**src/rtl/spi_byte_fifo.sv**
```systemverilog
// spi_byte_fifo: first-word-fall-through byte FIFO between the host/CSR side
// and the SPI engine, with level/threshold flags, sticky errors and counters.
//
// Ports:
//   clk, rst_n      - clock, async active-low reset
//   flush           - synchronous clear of contents and sticky flags
//   wr_data/valid   - producer side; wr_ready = !full
//   rd_data/valid   - head of queue (combinational); rd_valid = !empty
//   rd_ready        - consumer takes the head this cycle
//   level           - occupancy 0..DEPTH
//   full/empty      - level == DEPTH / level == 0
//   almost_full     - level >= AF_THRESH
//   almost_empty    - level <= AE_THRESH
//   overflow        - sticky, write attempted while full
//   underflow       - sticky, read attempted while empty
//   wr_count        - accepted writes, wraps
//   rd_count        - completed reads, wraps
module spi_byte_fifo #(
    parameter int DATA_W    = 8,
    parameter int DEPTH     = 16,
    parameter int AF_THRESH = 12,
    parameter int AE_THRESH = 2,
    localparam int AW       = $clog2(DEPTH)
) (
    input  logic              clk,
    input  logic              rst_n,
    input  logic              flush,
    input  logic [DATA_W-1:0] wr_data,
    input  logic              wr_valid,
    output logic              wr_ready,
    output logic [DATA_W-1:0] rd_data,
    output logic              rd_valid,
    input  logic              rd_ready,
    output logic [AW:0]       level,
    output logic              full,
    output logic              empty,
    output logic              almost_full,
    output logic              almost_empty,
    output logic              overflow,
    output logic              underflow,
    output logic [15:0]       wr_count,
    output logic [15:0]       rd_count
);

    localparam logic [AW:0] LVL_FULL = (AW+1)'(DEPTH);
    localparam logic [AW:0] LVL_AF   = (AW+1)'(AF_THRESH);
    localparam logic [AW:0] LVL_AE   = (AW+1)'(AE_THRESH);

    logic [DATA_W-1:0] r_mem [DEPTH];
    logic [AW-1:0]     r_wptr;
    logic [AW-1:0]     r_rptr;
    logic [AW:0]       r_level;
    logic              r_ovf;
    logic              r_unf;
    logic [15:0]       r_wcnt;
    logic [15:0]       r_rcnt;

    logic w_full;
    logic w_empty;
    logic w_wr_fire;
    logic w_rd_fire;

    assign w_full  = (r_level == LVL_FULL);
    assign w_empty = (r_level == '0);

    // Flush wins over both sides: a transfer in the flush cycle never
    // happened, so neither pointers nor counters move for it.
    assign w_wr_fire = wr_valid && !w_full && !flush;
    assign w_rd_fire = rd_ready && !w_empty && !flush;

    // Storage needs no reset; stale entries are never visible
    // because rd_valid gates them.
    always_ff @(posedge clk) begin
        if (w_wr_fire) begin
            r_mem[r_wptr] <= wr_data;
        end
    end

    always_ff @(posedge clk or negedge rst_n) begin
        if (!rst_n) begin
            r_wptr  <= '0;
            r_rptr  <= '0;
            r_level <= '0;
            r_ovf   <= 1'b0;
            r_unf   <= 1'b0;
            r_wcnt  <= '0;
            r_rcnt  <= '0;
        end else if (flush) begin
            r_wptr  <= '0;
            r_rptr  <= '0;
            r_level <= '0;
            r_ovf   <= 1'b0;
            r_unf   <= 1'b0;
        end else begin
            if (w_wr_fire) begin
                r_wptr <= r_wptr + AW'(1);
                r_wcnt <= r_wcnt + 16'd1;
            end
            if (w_rd_fire) begin
                r_rptr <= r_rptr + AW'(1);
                r_rcnt <= r_rcnt + 16'd1;
            end
            unique case ({w_wr_fire, w_rd_fire})
                2'b10:   r_level <= r_level + (AW+1)'(1);
                2'b01:   r_level <= r_level - (AW+1)'(1);
                default: r_level <= r_level;
            endcase
            if (wr_valid && w_full) begin
                r_ovf <= 1'b1;
            end
            if (rd_ready && w_empty) begin
                r_unf <= 1'b1;
            end
        end
    end

    assign rd_data      = r_mem[r_rptr];
    assign rd_valid     = !w_empty;
    assign wr_ready     = !w_full;
    assign level        = r_level;
    assign full         = w_full;
    assign empty        = w_empty;
    assign almost_full  = (r_level >= LVL_AF);
    assign almost_empty = (r_level <= LVL_AE);
    assign overflow     = r_ovf;
    assign underflow    = r_unf;
    assign wr_count     = r_wcnt;
    assign rd_count     = r_rcnt;

endmodule

```
**config.mk**
```make
export PLATFORM = sky130hd
export DESIGN_NAME = spi_byte_fifo
export DESIGN_NICKNAME = d
export VERILOG_FILES = /design/src/rtl/spi_byte_fifo.sv
export SDC_FILE = /design/constraint.sdc
export NUM_CORES = 1
export LEC_CHECK = 0
export BUFFER_PORTS_ARGS = -buffer_cell sky130_fd_sc_hd__buf_4
export CORE_MARGIN = 4
export CORE_UTILIZATION = 53
export CTS_CLUSTER_DIAMETER = 200
export DETAILED_ROUTE_END_ITERATION = 7
export PLACE_DENSITY = 0.75
export SETUP_SLACK_MARGIN = 0.1
export SLEW_MARGIN = 5
export SYNTH_ARGS = -nofsm -noshare
export SYNTH_HDL_FRONTEND = slang
export SYNTH_SLANG_ARGS = --single-unit
```
**constraint.sdc**
```tcl
create_clock -name clk -period 2.5 [get_ports clk]
set_clock_uncertainty 0.2 [all_clocks]
set_input_delay 0.5 -clock clk [delete_from_list [all_inputs] [get_ports clk]]
set_output_delay 0.5 -clock clk [all_outputs]
set_load 0.05 [all_outputs]
```
==> results.cfg, run 1 <==
[route]
drt_iter0_drc = 404
drc_errors = 0
firstDrtPassIters = 5
viasPerCell = 5.85
ant_nets = 0
wl_per_cell_um = 21.6
vias = 4777
routed_wl_um = 17700

[die]
dieArea_mm2 = 0.0160
start_util_pct = 54.0
num_rows = 43
coreArea_mm2 = 0.0138
die-width_um = 127
die_y_um = 127
ios = 66

[grt]
grt-ovfl-total = 0
grt_start_max_net_pins = 48
grt_usage_pct = 22.8
grt_pass1_vias = 4848
antenna_found_initial = 0
grt_pass1_wl_um = 27500

[finish]
final_cell_area_mm2 = 0.00967
syn2layout_area_growth_pct = 29.6
diodes = 0
nFillCells = 866
drive_gt1_share_pct = 37.7
final_nets = 646

[yosys]
yosys_register_bits = 175
netlist_area_mm2 = 0.00746
yosys_warnings = 0
async_flop_share_pct = 26.9
yosysSeqAreaShare_pct = 67.3
ys.flop_type = edfxtp_1
synth_cells = 500
syn_nets = 522
synth_cell_types = 52
syn_avg_cell_area_um2 = 14.9
synth_edf_count = 128

[power_and_ir_drop]
combPwrFrac_pct = 36.1
powerDensity_mw_per_mm2 = 998
seq_power_share_pct = 35.9
p_leak_nw = 3.66
peakVddDrop_mv = 0.737
switching_share_pct = 33.5
pwr-share-clk_pct = 28.0
p_int_mw = 6.42
p_sw_mw = 3.24

[worst_setup_path]
worstPathMaxFanout = 6
arrival_ns = 2.24
required_ns = 1.80
startpoint_type = flip-flop
critPathKind = flip-flop to output port
end_kind = output port

[placement]
place_congestion = 0.831
placement.io_buffers = 65
dpl.hpwl_um = 10800
placed_cell_area_mm2 = 0.00845

[clock_network]
cts.path.max_buffers = 2
cts.reportedPaths.clkPinSlew_ns = 0.07
cts_tree = yes
clock_latency_ns = 0.44
clock_sinks = 175
cts_root_buf = clkbuf_16
numCtsBuffers = 17
htree_num_levels = 4

[timing]
holdWs_ns = 0.184
tightestPinTransition_ns = 0.620
slew_headroom_pct = 58.0
rsz0062_at_grt = yes
tns_ns = -2.85
worst_slack_ns = -0.438
fmax_mhz = 340
fin_crit_sh_pct = 118
finalMaxSlewViolations = 0
finalHoldViolCount = 0
period_needed_ns = 2.94
setup_violations = 11

[worst_hold_path]
hold_path_class = input pin to flip-flop

[run_status]
violations = negative setup slack
status = finished with violations

[flow_run]
max_cap_viol_count = 0
[registers in the layout (all words and copies together) (netlist names)]
| name | count |
|---|---|
| wr_count | 16 |
| level | 5 |
| overflow | 1 |
| r_mem | 128 |
| r_wptr | 4 |
| underflow | 1 |
| rd_count | 16 |
| r_rptr | 4 |
[final cells by class]
type	instances	area (um^2)	share of cell area (%)
clock inverter	10	126	1.31
sequential	175	5020	51.9
clock buffer	22	484	5.01
timing repair buffer	128	1250	12.9
multi-input combinational	290	2520	26.0
tap	180	225	2.33
inverter	12	48.8	0.504
[power groups by stage]
stage               Clock, mW  Sequential [mW]  Combinational (mW)
floorplan                   0             3.91                1.49
global placement            0             3.51                2.83
detailed placement          0             3.52                2.87
CTS                      2.73             3.46                3.35
global route             2.88             3.49                3.68
finish                   2.71             3.47                3.48
[layer usage]
metal | up-vias | track usage (%) | share of wire, %
met4 | 0 | 8.26 | 2.2
met2 | 196 | 36.6 | 50
met3 | 36 | 6.15 | 6.4
met5 | - | 0 | 0
met1 | 2399 | 30.4 | 41
li1 | 2146 | - | -
[cell families after synthesis]
family / count (synthesis) / share of synthesized area (%)
fa+ha+maj: 9 / 1.51
buf+inv: 35 / 2.05
simple gates: 127 / 9.12
flops: 175 / 67.3
compound gates: 64 / 5.82
xor+xnor: 39 / 4.58
mux: 51 / 9.67
[cell usage after synthesis, types with 4 or more instances]
master / instances / area share, %
o21ai_0: 19 / 1.3
ha_1: 9 / 1.5
nor2_1: 29 / 1.5
nand3_1: 14 / 0.94
and2_1: 12 / 1.0
clkbuf_1: 14 / 0.70
mux4_2: 16 / 4.8
a221oi_1: 8 / 0.94
edfxtp_1: 128 / 52
xor2_1: 13 / 1.5
nand2_1: 29 / 1.5
mux2i_1: 26 / 3.5
buf_2: 5 / 0.34
dfrtp_1: 47 / 16
a22oi_1: 8 / 0.80
nand4_1: 7 / 0.59
nor3_1: 9 / 0.60
a21oi_1: 12 / 0.80
mux2_2: 9 / 1.4
inv_1: 11 / 0.55
and3_1: 4 / 0.34
xnor2_1: 26 / 3.1
[through the flow]
step	utilization, %	setup slack (ns)	std cells	total power, mW
global placement	61.1	-0.00875	760	6.33
floorplan	-	-0.809	500	5.40
global route	70.0	-0.484	817	10.0
detailed placement	61.1	-0.0498	760	6.38
CTS	68.7	-0.357	807	9.54
finish	70.0	-0.438	817	9.65
[path summary, 6_finish.rpt]
kind | from | endpoint | slack (ns) | cells after the start
worst max-delay path | r_rptr[0] | rd_data[7] | -0.44 | 8
worst min-delay path | wr_data[2] | r_mem[6][2] | 0.18 | 1
worst max register to register | level[0] | level[4] | -0.06 | 10
worst min register to register | wr_count[15] | wr_count[15] | 0.28 | 1
max in group asynchronous | rst_n | r_rptr[0] | 1.24 | 2
min in group asynchronous | rst_n | wr_count[5] | 0.41 | 2
[worst max-delay path: stages (launching register included)]
cell and delay (ns):
dfrtp_2 0.41, buf_6 0.12, buf_12 0.13, mux2_2 0.33, o21ai_0 0.21, a21oi_1 0.11
a22oi_2 0.20, nand2_1 0.12, buf_6 0.17
[placed cells by master, fill, tap and decap left out, types with 3 or more instances in the layout]
master / instances
inv_1: 9
mux2_2: 9
buf_4: 92
and3_1: 4
nand4_1: 7
a221oi_2: 8
nor3_1: 5
nor2_2: 3
nor2_1: 24
and2_2: 9
nand2_1: 27
buf_16: 3
o21ai_0: 9
dfrtp_2: 3
o21ai_1: 8
nand3_1: 14
a21oi_1: 10
mux4_2: 16
dfrtp_1: 44
edfxtp_1: 128
and2_1: 3
xnor2_1: 26
ha_1: 8
mux2i_1: 24
nand3b_1: 3
clkbuf_16: 18
buf_12: 9
clkbuf_8: 4
xor2_1: 13
nor3_4: 6
a21oi_2: 4
buf_8: 3
nand4b_1: 3
a22oi_1: 6
buf_6: 19
[timing repair]
| action | CTS | global route |
|---|---|---|
| resized for setup | 69 | 13 |
| setup endpoints to repair | 135 | 89 |
| hold endpoints to repair | 47 | 0 |
| pin swaps | 26 | 13 |
| hold buffers | 1 | 0 |
| setup buffers | 11 | 9 |
| gates cloned | 3 | 1 |
No activity file was read; power rests on OpenSTA's default activity.
==> run 2: changes to the inputs <==
--- a/config.mk
+++ b/config.mk
@@ -6,7 +6,6 @@
 export NUM_CORES = 1
 export LEC_CHECK = 0
 export BUFFER_PORTS_ARGS = -buffer_cell sky130_fd_sc_hd__buf_4
-export CORE_MARGIN = 4
 export CORE_UTILIZATION = 53
 export CTS_CLUSTER_DIAMETER = 200
 export DETAILED_ROUTE_END_ITERATION = 7
==> run 2 against run 1 <==
Net effect: the flow still finishes with violations (negative setup slack); non-clock buffer count is 1 higher; critical path depth is 1 lower; global-route usage is 0.82 points higher; utilization is 1.9 points higher; sequential share of layout area is 0.20 points lower; first-iteration DRC count is 14% lower; highest routed layer unchanged; die area is 9.2% lower; maximum frequency is 3.3% higher; sequential power hardly changed; worst setup slack better by 0.093 ns; flip-flop and latch count stayed put.
==> results.cfg, run 2 (same netlist as run 1, synthesis figures left out) <==
[finish]
largest_reg_flops = 128
top_register = r_mem
stdcell_count = 813
layout_common_cells = 128 x edfxtp_1, 89 x buf_4, 44 x dfrtp_1
final_nets = 647
nFillCells = 805
diodes = 0
final_cell_area_mm2 = 0.00971
utilization_pct = 71.9
drive_gt1_share_pct = 38.5
syn2layout_area_growth_pct = 30.1
final_common_cell = edfxtp_1

[die]
die_y_um = 121
ios = 66
dieArea_mm2 = 0.0146
start_util_pct = 55.3
die-width_um = 121
num_rows = 42
coreArea_mm2 = 0.0135

[timing]
setup_violations = 13
fin_crit_sh_pct = 114
slew_headroom_pct = 59.5
period_needed_ns = 2.85
fmax_mhz = 351
rsz0062_at_grt = yes
tightestPinTransition_ns = 0.607
finalHoldViolCount = 0
finalMaxSlewViolations = 0
worst_slack_ns = -0.346

[route]
firstDrtPassIters = 6
drc_errors = 0
viasPerCell = 5.84
routed_wl_um = 16300
ant_nets = 0
drt_iter0_drc = 349
vias = 4747
wl_per_cell_um = 20.1

[worst_hold_path]
worstHoldEndpoint = r_mem[4][0]
min_from = wr_data[0]
hold_path_class = input pin to flip-flop
holdPathStages = 1

[clock_network]
clock_sinks = 175
clock_latency_ns = 0.42
cts_tree = yes
numCtsBuffers = 17
cts.reportedPaths.clkPinSlew_ns = 0.07
cts_root_buf = clkbuf_16
cts.path.max_buffers = 2
htree_num_levels = 4

[power_and_ir_drop]
p_int_mw = 6.12
combPwrFrac_pct = 35.6
pwr-share-clk_pct = 27.4
switching_share_pct = 34.5
powerDensity_mw_per_mm2 = 963
p_sw_mw = 3.23
peakVddDrop_mv = 0.678
seq_power_share_pct = 37.0
p_leak_nw = 3.67

[grt]
grt_usage_pct = 23.7
grt_start_max_net_pins = 48
grt_pass1_vias = 4733
antenna_found_initial = 0
grt-ovfl-total = 0
grt_pass1_wl_um = 25400

[flow_run]
max_cap_viol_count = 0

[placement]
dpl.hpwl_um = 10100
place_congestion = 0.842
placement.io_buffers = 65
dp_slack_ns = -0.247
placed_cell_area_mm2 = 0.00849
dp_cells = 755

[worst_setup_path]
reg2reg_from = level[1]
worstPathMaxFanout = 13
worstRegToRegCells = 10
worstReg2RegEnd = level[4]
r2r_slack_ns = -0.09
critPathKind = flip-flop to output port
startpoint_type = flip-flop
end_kind = output port
arrival_ns = 2.15
required_ns = 1.80

[run_status]
violations = negative setup slack
status = finished with violations
run 2: metal layers:
layer | part of all wire (%) | global-route usage [%] | vias up
li1 | - | - | 2137
met1 | 42 | 32.1 | 2409
met2 | 50 | 37.9 | 181
met3 | 5.6 | 4.81 | 20
met4 | 1.5 | 9.10 | 0
met5 | 0 | 0 | -
run 2: repair_timing:
item | in CTS | in global routing
setup buffers | 16 | 9
endpoints found under the setup margin | 111 | 128
hold buffers | 1 | 0
pin swaps | 25 | 15
hold endpoints to repair | 47 | 0
gates cloned | 2 | 0
resized for setup | 61 | 44
run 2: worst max path at each step:
stage / startpoint / end / slack, ns / cells past startpoint
4_1_cts: r_rptr[0] / rd_data[0] / -0.34 / 6
2_1_floorplan: level[1] / level[2] / -0.81 / 10
6_report: r_rptr[0] / rd_data[0] / -0.35 / 7
3_3_place_gp: level[1] / r_mem[7][4] / -0.17 / 8
3_5_place_dp: r_rptr[1] / rd_data[7] / -0.25 / 5
5_1_grt: r_rptr[0] / rd_data[7] / -0.40 / 7
run 2: cell type report:
type	instances	area, um^2	area share [%]
clock inverters	14	149	1.53
repair buffers	129	1240	12.8
flip-flops and latches	175	5020	51.7
well taps	176	220	2.27
inverters	12	51.3	0.528
clock buffers	17	425	4.38
multi-input cells	290	2600	26.7
run 2: power groups by stage:
stage               registers, mW  logic (mW)  clock network [mW]
finish                       3.46        3.33                2.57
global placement             3.49        2.79                   0
CTS                          3.45        3.20                2.60
detailed placement           3.50        2.81                   0
global route                 3.48        3.51                2.71
floorplan                    3.91        1.49                   0
run 2: through the flow:
stage / TNS [ns] / power (mW) / hold WS (ns)
finish: -2.70 / 9.35 / 0.195
CTS: -2.65 / 9.25 / 0.177
global route: -4.39 / 9.69 / 0.191
global placement: -4.51 / 6.28 / 0.263
detailed placement: -6.76 / 6.32 / 0.265
floorplan: -100.56 / 5.40 / 0.00441
run 2: worst max-delay path, cell delays in order, from the launching register on:
cell     delay (ns)
dfrtp_2        0.46
buf_12         0.16
mux2_2         0.35
o21ai_1        0.18
a21oi_1        0.10
o21ai_1        0.20
nand2_1        0.11
buf_6          0.16
